$ cat config.mk
export PLATFORM = sky130hd
export DESIGN_NAME = csr_unit
export DESIGN_NICKNAME = d
export VERILOG_FILES = /design/src/rtl/csr_unit.sv
export SDC_FILE = /design/constraint.sdc
export NUM_CORES = 1
export LEC_CHECK = 0
export CAP_MARGIN = 10
export CORE_UTILIZATION = 37
export DETAILED_ROUTE_END_ITERATION = 10
export GPL_ROUTABILITY_DRIVEN = 0
export SETUP_SLACK_MARGIN = 0.3
export SYNTH_ARGS = -nofsm -noshare
export SYNTH_HDL_FRONTEND = slang
export SYNTH_SLANG_ARGS = --single-unit
$ cat constraint.sdc
create_clock -name clk -period 1.1 [get_ports clk]
set_input_delay 0.11 -clock clk [delete_from_list [all_inputs] [get_ports clk]]
set_output_delay 0.11 -clock clk [all_outputs]
set_load 0.02 [all_outputs]
$ cat src/rtl/csr_unit.sv
// Zicsr execution unit: tohost/mscratch registers, registered old-value read and illegal-access flag.
// Optional 64-bit cycle/instret counters are built only when CSR_COUNTERS_EN is defined.
module csr_unit #(
  parameter int XLEN = 32
) (
  input  logic            clk,
  input  logic            rst_n,
  input  logic            stall,
  input  logic            csr_we,
  input  logic            csr_rd,
  input  logic [2:0]      funct3,
  input  logic [11:0]     csr_addr,
  input  logic [XLEN-1:0] rs1_data,
  input  logic [4:0]      zimm,
  input  logic            inst_retire,
  output logic [XLEN-1:0] csr_rdata,
  output logic            csr_illegal,
  output logic [XLEN-1:0] tohost
);

  localparam logic [11:0] ADDR_TOHOST   = 12'h51E;
  localparam logic [11:0] ADDR_MSCRATCH = 12'h340;
  localparam logic [11:0] ADDR_CYCLE    = 12'hC00;
  localparam logic [11:0] ADDR_CYCLEH   = 12'hC80;
  localparam logic [11:0] ADDR_INSTRET  = 12'hC02;
  localparam logic [11:0] ADDR_INSTRETH = 12'hC82;

  logic [XLEN-1:0] mscratch;
  logic [XLEN-1:0] src;
  logic [XLEN-1:0] old_val;
  logic [XLEN-1:0] new_val;
  logic            active;
  logic            do_write;
  logic            known;
  logic            read_only;
  logic            illegal_now;
  logic            commit;

`ifdef CSR_COUNTERS_EN
  localparam logic [2*XLEN-1:0] CNT_ONE = {{(2*XLEN-1){1'b0}}, 1'b1};
  logic [2*XLEN-1:0] cycle_cnt;
  logic [2*XLEN-1:0] instret_cnt;
`else
  logic unused_retire;
  assign unused_retire = inst_retire;
`endif

  // funct3 000/100 are no-ops: no write, no capture, no flag
  assign active = csr_we && !stall && (funct3[1:0] != 2'b00);
  assign src    = funct3[2] ? {{(XLEN-5){1'b0}}, zimm} : rs1_data;
  // set/clear with a zero source register index never write, so RO CSRs stay readable
  assign do_write = (funct3[1:0] == 2'b01) || (zimm != 5'd0);

  always_comb begin
    old_val   = '0;
    known     = 1'b1;
    read_only = 1'b0;
    case (csr_addr)
      ADDR_TOHOST:   old_val = tohost;
      ADDR_MSCRATCH: old_val = mscratch;
`ifdef CSR_COUNTERS_EN
      ADDR_CYCLE:    begin old_val = cycle_cnt[XLEN-1:0];      read_only = 1'b1; end
      ADDR_CYCLEH:   begin old_val = cycle_cnt[2*XLEN-1:XLEN]; read_only = 1'b1; end
      ADDR_INSTRET:  begin old_val = instret_cnt[XLEN-1:0];    read_only = 1'b1; end
      ADDR_INSTRETH: begin old_val = instret_cnt[2*XLEN-1:XLEN]; read_only = 1'b1; end
`endif
      default:       known = 1'b0;
    endcase
  end

  always_comb begin
    case (funct3[1:0])
      2'b01:   new_val = src;
      2'b10:   new_val = old_val | src;
      default: new_val = old_val & ~src;
    endcase
  end

  assign illegal_now = active && (!known || (read_only && do_write));
  assign commit      = active && do_write && !illegal_now;

  always_ff @(posedge clk or negedge rst_n) begin
    if (!rst_n) begin
      tohost      <= '0;
      mscratch    <= '0;
      csr_rdata   <= '0;
      csr_illegal <= 1'b0;
    end else begin
      csr_illegal <= illegal_now;
      if (active && csr_rd)
        csr_rdata <= old_val;
      if (commit && csr_addr == ADDR_TOHOST)
        tohost <= new_val;
      if (commit && csr_addr == ADDR_MSCRATCH)
        mscratch <= new_val;
    end
  end

`ifdef CSR_COUNTERS_EN
  // cycle runs through stalls; instret only counts unstalled retirements
  always_ff @(posedge clk or negedge rst_n) begin
    if (!rst_n) begin
      cycle_cnt   <= '0;
      instret_cnt <= '0;
    end else begin
      cycle_cnt <= cycle_cnt + CNT_ONE;
      if (inst_retire && !stall)
        instret_cnt <= instret_cnt + CNT_ONE;
    end
  end
`endif

endmodule

# After elaboration in Yosys (flattened, before gate mapping)
# Index checks and enable logic that the tools add are counted.
# totals
rom_bits,0
reg_bits,97
latch_bits,0
in_bits,58
n_memories,0
mem_bits_rw,0
# classes
n_addsub,0
div_mod_pow,0
n_bitwise,3
n_mul,0
n_shift,0
eq_ne,4
n_reduce_logical,15
n_lt_le_gt_ge,0
mux,4
# ops
cell,n
32-bit case mux with 2 select lines,2
32-bit bitwise AND,1
32-bit two-way mux,1
32-bit NOT,1
32-bit OR,1
12-bit by 10-bit == test with 1-bit output (second input constant),1
12-bit by 11-bit == test with 1-bit output (second input constant),1
1-bit logical AND,8
5-bit nonzero test,1
1-bit logical NOT,3
2-bit by 1-bit == test with 1-bit output (second input constant),1
2-bit == test (second input constant),1
2-bit nonzero test,1
2-bit OR reduction,1
1-bit logical OR,1
1-bit two-way mux,1

# Depth between registers and ports, before layout
# Gate-level depths: netlist of run 1.
# depth
ltp_word,8
ltp_mapped,8
mapped_depth_nobuf,7

# Least setup slack after synthesis of run 1
# No wires, ideal clock.
# synth_path
kind,input to register
startpoint,input port funct3[0]
endpoint,register csr_rdata[14]
arrival_time_ps,1400
stages,8
path_buffers,2
path_slack_ps,-377
setup_time_ps,77
required_ps,1023
path_cell_list,inv_1 ha_1 nor3b_4 and2_1 buf_2 clkbuf_1 nor2_1 a21oi_1
# synth_between
elab_chain_len,3
# synth_lines
item,line,text
"start, declared",11,"input logic [2:0] funct3,"
2-bit nonzero test,49,assign active = csr_we && !stall && (funct3[1:0] != 2'b00);
1-bit logical AND,49,
1-bit logical AND,90,if (active && csr_rd)
"end signal, assigned",91,csr_rdata <= old_val;
"end, declared",16,"output logic [XLEN-1:0] csr_rdata,"
# No other way between the ends.
# A chain may end at the register's enable or synchronous reset.

# Worst setup path in the final report of run 1
# layout_path
startpoint,input port csr_addr[7]
endpoint,register mscratch[19]
# layout_between
elab_chain_len,8
word_cells_on_any_way,13
classes_between,eq/ne (2); mux (3); bitwise (2); reduce/logical (6)
# layout_lines
item,line,text
"start, declared",12,"input logic [11:0] csr_addr,"
12-bit by 11-bit == test with 1-bit output / 12-bit by 10-bit == test with 1-bit output (equally long branches),"58, 94",
2-bit OR reduction (no line),--,
1-bit two-way mux,58,case (csr_addr)
1-bit logical NOT,79,assign illegal_now = active && (!known || (read_only && do_write));
1-bit logical AND,79,
1-bit logical NOT,80,assign commit = active && do_write && !illegal_now;
1-bit logical AND,80,
1-bit logical AND,94,if (commit && csr_addr == ADDR_MSCRATCH)
"end signal, assigned",95,mscratch <= new_val;
"end, declared",28,logic [XLEN-1:0] mscratch;
# Several ways; a longest one is shown, not always the timed one.

==> metrics.txt, run 1 <==
Final min period 1.53 ns; RSZ-0062 raised after global routing yes; I/O pins 123; Fmax approximately 650 MHz; Post-Synthesis Cells 620; Die Height ~130 microns; # fillers 553; layout cell share with drive strength beyond 1 between 70% and 80%; drc violations 0; largest net degree at the start of global routing 70; area share of and/or/nand/nor cells after synthesis 17.6%; main combinational cell family by area after synthesis compound AO/OA/AOI/OAI gates; Static Leak 5.34 nW; mux contribution to synthesized area 0.993%; Synth Area per Inst between 9 and 10 sq um; CTS tree yes; final worst slack -0.434 ns; number of I/O port buffers 121; HP Class input pin to async pin; final slew viol count 0; Synth Area in Compound Gates 32.6%; Period Utilization, post-route 139%; XOR/XNOR Fraction of Synth Area 0%; Post-synth EDFFs 0; VDD IR-drop max between 900 and 1000 uV; setup total negative slack -25.28 ns; GR Overflow Total 0; Iteration-0 DRC Markers a little under 1,000; Sink Count 97; Synth Cell Area 5670 sq um; Max-cap violations 0; most common cell after layout, fill and taps aside buf_4; core area 14,800 sq um; crit path kind input pin to register; Max-slew headroom 70.4%; CTS H-Tree Depth 3; die area 15,800 sq um; Worst Max-Slew Pin Slew 0.443 ns; Clk Tree Root Cell clkbuf_16; Layout area overhead 129%; Crit. End Element register; clock-pin slew on the worst setup and hold paths 0.08 ns; DP Wirelength 11,500 microns; final hold vios 0; most frequent cells in the layout buf_4 (120), buf_6 (107), dfrtp_1 (94); Site Rows 44; Antenna Violating Nets Remaining 0; failing checks setup timing; TritonCTS Buffers 9; Clk Latency, worst-skew pair 0.38 ns; P per Cell Area 898 nW/um^2; Cell variety after synth 36; via count about 8,000; CP Launch Type input pin; Required @ worst endpoint 1.39 ns; first-pass GRT wire length approximately 48,000 microns; antenna cells 0; GRT Total Usage 41.2%; number of global-route vias before repair approximately 8,000; DRT Pass-1 Iters 6; Final Net Count around 1,000; Post-synth top flop dfrtp_1; fraction of registers with async set/reset 100%; Final Skew 0.0146 ns; Post-Synth Adder-Cell Area 0.662%; CP arrival roughly 1.8 ns; # setup viols final 101; FF+latch area 2430 sq um; Syn. warnings 0; Routed WL 39,600 microns; die width 126 microns; sequential fraction of the synthesis area 42.8%; Initial Utilization between 30 and 40%; drt via density just over 7; footprint of the multi-input gates approximately 5400 sq um; status finished, violations left; drt wl/cell about 35 microns; Post-Syn Nets 681; worst-case clock buffer depth 2; fin util 88.0%; worst-path fanout max 7; antenna violations before repair 0; Total Power 11.7 mW; flops & latches, synth a little under 100
-- synth_stat cells (all sizes together), types with 2 or more instances --
master	instances	area [sq um]
o31ai	64	500
nand4	4	67.6
o2bb2ai	27	236
a21o	5	37.5
nand2	11	41.3
and2	4	26.3
o21ai	54	270
a31oi	5	31.3
clkbuf	25	93.8
buf	27	200
inv	3	11.3
a21oi	96	480
and3b	28	245
nor2b	27	169
a2bb2oi	10	87.6
nor3b	2	26.3
nor2	87	327
and4	2	17.5
a22oi	27	203
ha	3	37.5
dfrtp	97	2430
mux2	5	56.3
-- metrics by stage --
| step | setup WS [ns] | instances | area (sq um) | hold WS, ns |
|---|---|---|---|---|
| after detailed placement | -1.03 | 959 | 7890 | 0.161 |
| after CTS | -0.190 | 1095 | 11800 | 0.315 |
| after global placement | -0.959 | 959 | 7890 | 0.152 |
| final | -0.434 | 1126 | 13000 | 0.268 |
| after floorplan | -0.193 | 620 | 6000 | -0.186 |
| after global routing | -0.451 | 1126 | 13000 | 0.331 |
-- what timing repair did --
action                     4_1_cts  5_1_grt
pin swaps                      151       58
hold buffers                     1        0
resized for setup              842      150
cloned                          38        7
buffers inserted                83       24
hold endpoints to repair        97        0
setup endpoints to repair      162      162
-- cell families (layout without fill, tap and decap cells) --
family | after synthesis | count (layout)
AND/OR/NAND/NOR | 172 | 172
buffers and inverters | 55 | 377
flip-flops | 97 | 97
multiplexers | 5 | 5
adder cells (fa/ha/maj) | 3 | 3
AO/OA/AOI/OAI | 288 | 288
-- flip-flops by register name (all words and copies together), names as in the netlist --
signal       flops
csr_rdata       32
mscratch        32
tohost          32
csr_illegal      1
-- worst max-delay path: stages --
cell	delay, ns
buf_6	0.09
nor3_4	0.23
buf_6	0.14
buf_6	0.09
buf_6	0.10
buf_6	0.09
nand4_4	0.19
buf_6	0.20
buf_12	0.15
nor2_4	0.19
o21ai_2	0.12
o31ai_2	0.08
-- area by class of cell --
| class | count | share of cell area, % |
|---|---|---|
| clock buffer | 11 | 1.95 |
| clock inverter | 3 | 0.501 |
| inverter | 3 | 0.241 |
| multi-input combinational | 468 | 41.8 |
| sequential | 97 | 18.7 |
| tap | 184 | 1.77 |
| timing repair buffer | 360 | 35.0 |
-- report_power, final --
part	leakage, nW	internal (mW)	switching [mW]
clock	0.157	2.09	1.61
sequential	1.28	3.79	0.237
combinational	3.90	1.81	2.10
total	5.34	7.70	3.95
-- routing by layer --
metal / wire (microns) / vias to the layer above / GRT usage, %
li1: - / 2985 / -
met1: 13800 / 3893 / 46.3
met2: 17100 / 855 / 65.2
met3: 5000 / 339 / 13.3
met4: 3770 / 0 / 32.0
met5: 0 / - / 0
-- path summary, 6_finish.rpt --
| kind | start | end | slack [ns] | cells after the start |
|---|---|---|---|---|
| max | csr_addr[7] | mscratch[19]$_DFFE_PN0P_ | -0.43 | 12 |
| min | rst_n | mscratch[10]$_DFFE_PN0P_ | 0.27 | 3 |
| max reg2reg | tohost[3]$_DFFE_PN0P_ | tohost[3]$_DFFE_PN0P_ | -0.14 | 4 |
| min reg2reg | csr_rdata[14]$_DFFE_PN0P_ | csr_rdata[14]$_DFFE_PN0P_ | 0.55 | 2 |
| max in group asynchronous | rst_n | csr_rdata[14]$_DFFE_PN0P_ | 0.44 | 3 |
| min in group clk | funct3[2] | mscratch[9]$_DFFE_PN0P_ | 0.48 | 5 |
Power figures use the tool's default switching activity.
==> run 2: changes to the inputs <==
--- a/config.mk
+++ b/config.mk
@@ -7,3 +7,5 @@
 export LEC_CHECK = 0
+export ABC_CLOCK_PERIOD_IN_PS = 1100
 export CAP_MARGIN = 10
+export CORE_MARGIN = 2
 export CORE_UTILIZATION = 37
==> constraint.sdc (replaced) <==
create_clock -name clk -period 1.1 [get_ports clk]
set_input_delay 0.22 -clock clk [delete_from_list [all_inputs] [get_ports clk]]
set_output_delay 0.22 -clock clk [all_outputs]
set_load 0.02 [all_outputs]
==> metrics.txt, run 2 (synthesis gave the netlist of run 1 again) <==
Placed Area 8180 sq um (+3.7%); Hold WS 0.264 ns (-0.00392 ns); Site Rows 45 (+2.3%); Crit. End Element register; DRT Pass-1 Iters 8 (+2); CTS H-Tree Depth 3 (unchanged); Setup WS pre-CTS -1.14 ns (-0.112 ns); GRT met2 Usage 58.4% (-6.7 points); die width 128 microns (+1.6%); largest net degree at the start of global routing 42 (-40%); Initial Utilization 37.6% (-0.85 points); Period Utilization, post-route 159% (+19 points); met1 GRT Util 40.1% (-6.1 points); Max-cap violations 0 (unchanged); CP Launch Type input pin; # fillers 722 (+31%); number of global-route vias before repair 7,675 (-3.8%); worst-path fanout max 5 (-2); CP arrival 1.97 ns (+0.15 ns); Clk Latency, worst-skew pair 0.38 ns (about the same); final hold vios 0 (unchanged); Fmax 573 MHz (-12%); Iteration-0 DRC Markers 707 (-28%); Layout area overhead 118%; most common cell after layout, fill and taps aside buf_4; RSZ-0062 raised after global routing yes; Max-slew headroom 66.1% (-4.3 points); status finished, violations left; P per Cell Area 917 nW/um^2 (+2.2%); first-pass GRT wire length 43,000 microns (-11%); Required @ worst endpoint 1.32 ns (-0.07 ns); HP Class input pin to async pin; Routed WL 32,700 microns (-17%); VDD IR-drop max 1030 uV (+11%); crit path kind input pin to register; Sink Count 97 (unchanged); Antenna Violating Nets Remaining 0 (unchanged); failing checks setup timing; GR Layer Usage met3 7.35% (-6.0 points); die area 16,300 sq um (+3.2%); most frequent cells in the layout buf_4 (156), dfrtp_1 (95), buf_6 (93); Finished Cell Area 12,300 sq um (-4.9%); drc violations 0 (unchanged); Worst Max-Slew Pin Slew 0.509 ns (+0.0661 ns); Final Skew 0.0199 ns (+0.00532 ns); final slew viol count 0 (unchanged); layout cell share with drive strength beyond 1 63.1% (-7.2 points); GRT busiest layer met2; worst-case clock buffer depth 2 (unchanged); GR Overflow Total 0 (unchanged); core area 15,100 sq um (+2.3%); drt wl/cell 28.4 microns (-19%); GRT Total Usage 34.9% (-6.3 points); Die Height 128 microns (+1.6%); clock-pin slew on the worst setup and hold paths 0.07 ns (about the same); DP Wirelength 12,600 microns (+9.7%); Clk Tree Root Cell clkbuf_16; Static Leak 5.25 nW (-1.6%); TritonCTS Buffers 9 (unchanged); Final min period 1.74 ns (+0.210 ns); # setup viols final 160 (+58%); I/O pins 123 (unchanged); Final Net Count 1,022 (+2.2%); CTS tree yes; drt via density 6.56 (-8.5%); antenna violations before repair 1 (+1); Total Power 11.3 mW (-2.9%); final worst slack -0.644 ns (-0.210 ns); via count 7,576 (-6.1%); largest registers csr_rdata x32, mscratch x32, tohost x32; number of I/O port buffers 121 (unchanged)
[run 2: cell count changes in the layout (fill, tap and decap cells not counted), moves of 18 or more]
cell,before,now
a22oi_2,27,9
o2bb2ai_2,1,21
a22oi_1,0,18
nor2_1,35,55
buf_4,120,156
o2bb2ai_4,26,2
a21oi_1,47,67
[run 2: final timing paths]
path | cells after the start | end | startpoint | slack [ns]
worst max-delay path | 12 | tohost[26]$_DFFE_PN0P_ | funct3[1] | -0.64
worst min-delay path | 2 | csr_rdata[10]$_DFFE_PN0P_ | rst_n | 0.26
worst max register to register | 4 | csr_rdata[5]$_DFFE_PN0P_ | tohost[5]$_DFFE_PN0P_ | -0.29
worst min register to register | 2 | mscratch[0]$_DFFE_PN0P_ | mscratch[0]$_DFFE_PN0P_ | 0.55
max in group asynchronous | 3 | mscratch[6]$_DFFE_PN0P_ | rst_n | 0.37
min in group clk | 2 | mscratch[0]$_DFFE_PN0P_ | mscratch[0]$_DFFE_PN0P_ | 0.55
[run 2: cell type report]
class | instances | area, sq um | share of cell area, %
multi-input combinational | 468 | 4700 | 38.1
timing repair buffer | 382 | 4640 | 37.6
sequential | 97 | 2430 | 19.7
clock buffer | 12 | 246 | 2.00
tap | 188 | 235 | 1.91
clock inverter | 4 | 52.6 | 0.426
inverter | 3 | 36.3 | 0.294
antenna | 1 | 2.50 | 0.0203
[run 2: where the power goes]
part           leakage (nW)  switching (mW)  total, mW  internal [mW]
Sequential             1.29           0.200       3.99           3.79
Clock                 0.135            1.58       3.42           1.83
Combinational          3.83            1.90       3.91           2.01
Total                  5.25            3.69       11.3           7.63
[run 2: critical path: stages]
cell     delay, ns
buf_6         0.07
buf_6         0.11
inv_12        0.03
ha_4          0.15
nor3b_4       0.19
buf_4         0.14
buf_6         0.10
nand4_4       0.11
buf_12        0.17
buf_12        0.14
buf_16        0.15
o31ai_1       0.36
[run 2: metal layers]
metal / share of wire (%) / vias up / wire length (microns)
li1: - / 3037 / -
met1: 35 / 3684 / 11500
met2: 47 / 617 / 15500
met3: 8.9 / 238 / 2910
met4: 8.6 / 0 / 2820
met5: 0 / - / 0
[run 2: what timing repair did]
item / 4_1_cts / 5_1_grt
resized for setup: 770 / 72
setup endpoints to repair: 162 / 183
setup buffers: 78 / 21
gates cloned: 39 / 1
hold buffers: 1 / 0
endpoints found under the hold margin: 67 / 0
pin swaps: 65 / 22
[run 2: metrics by stage]
step	util, %	instances	setup TNS [ns]
2_1_floorplan	-	620	-26.37
3_3_place_gp	54.2	998	-98.83
3_5_place_dp	54.2	998	-102.09
4_1_cts	77.4	1132	-33.53
5_1_grt	81.8	1154	-50.51
6_report	81.8	1155	-46.30
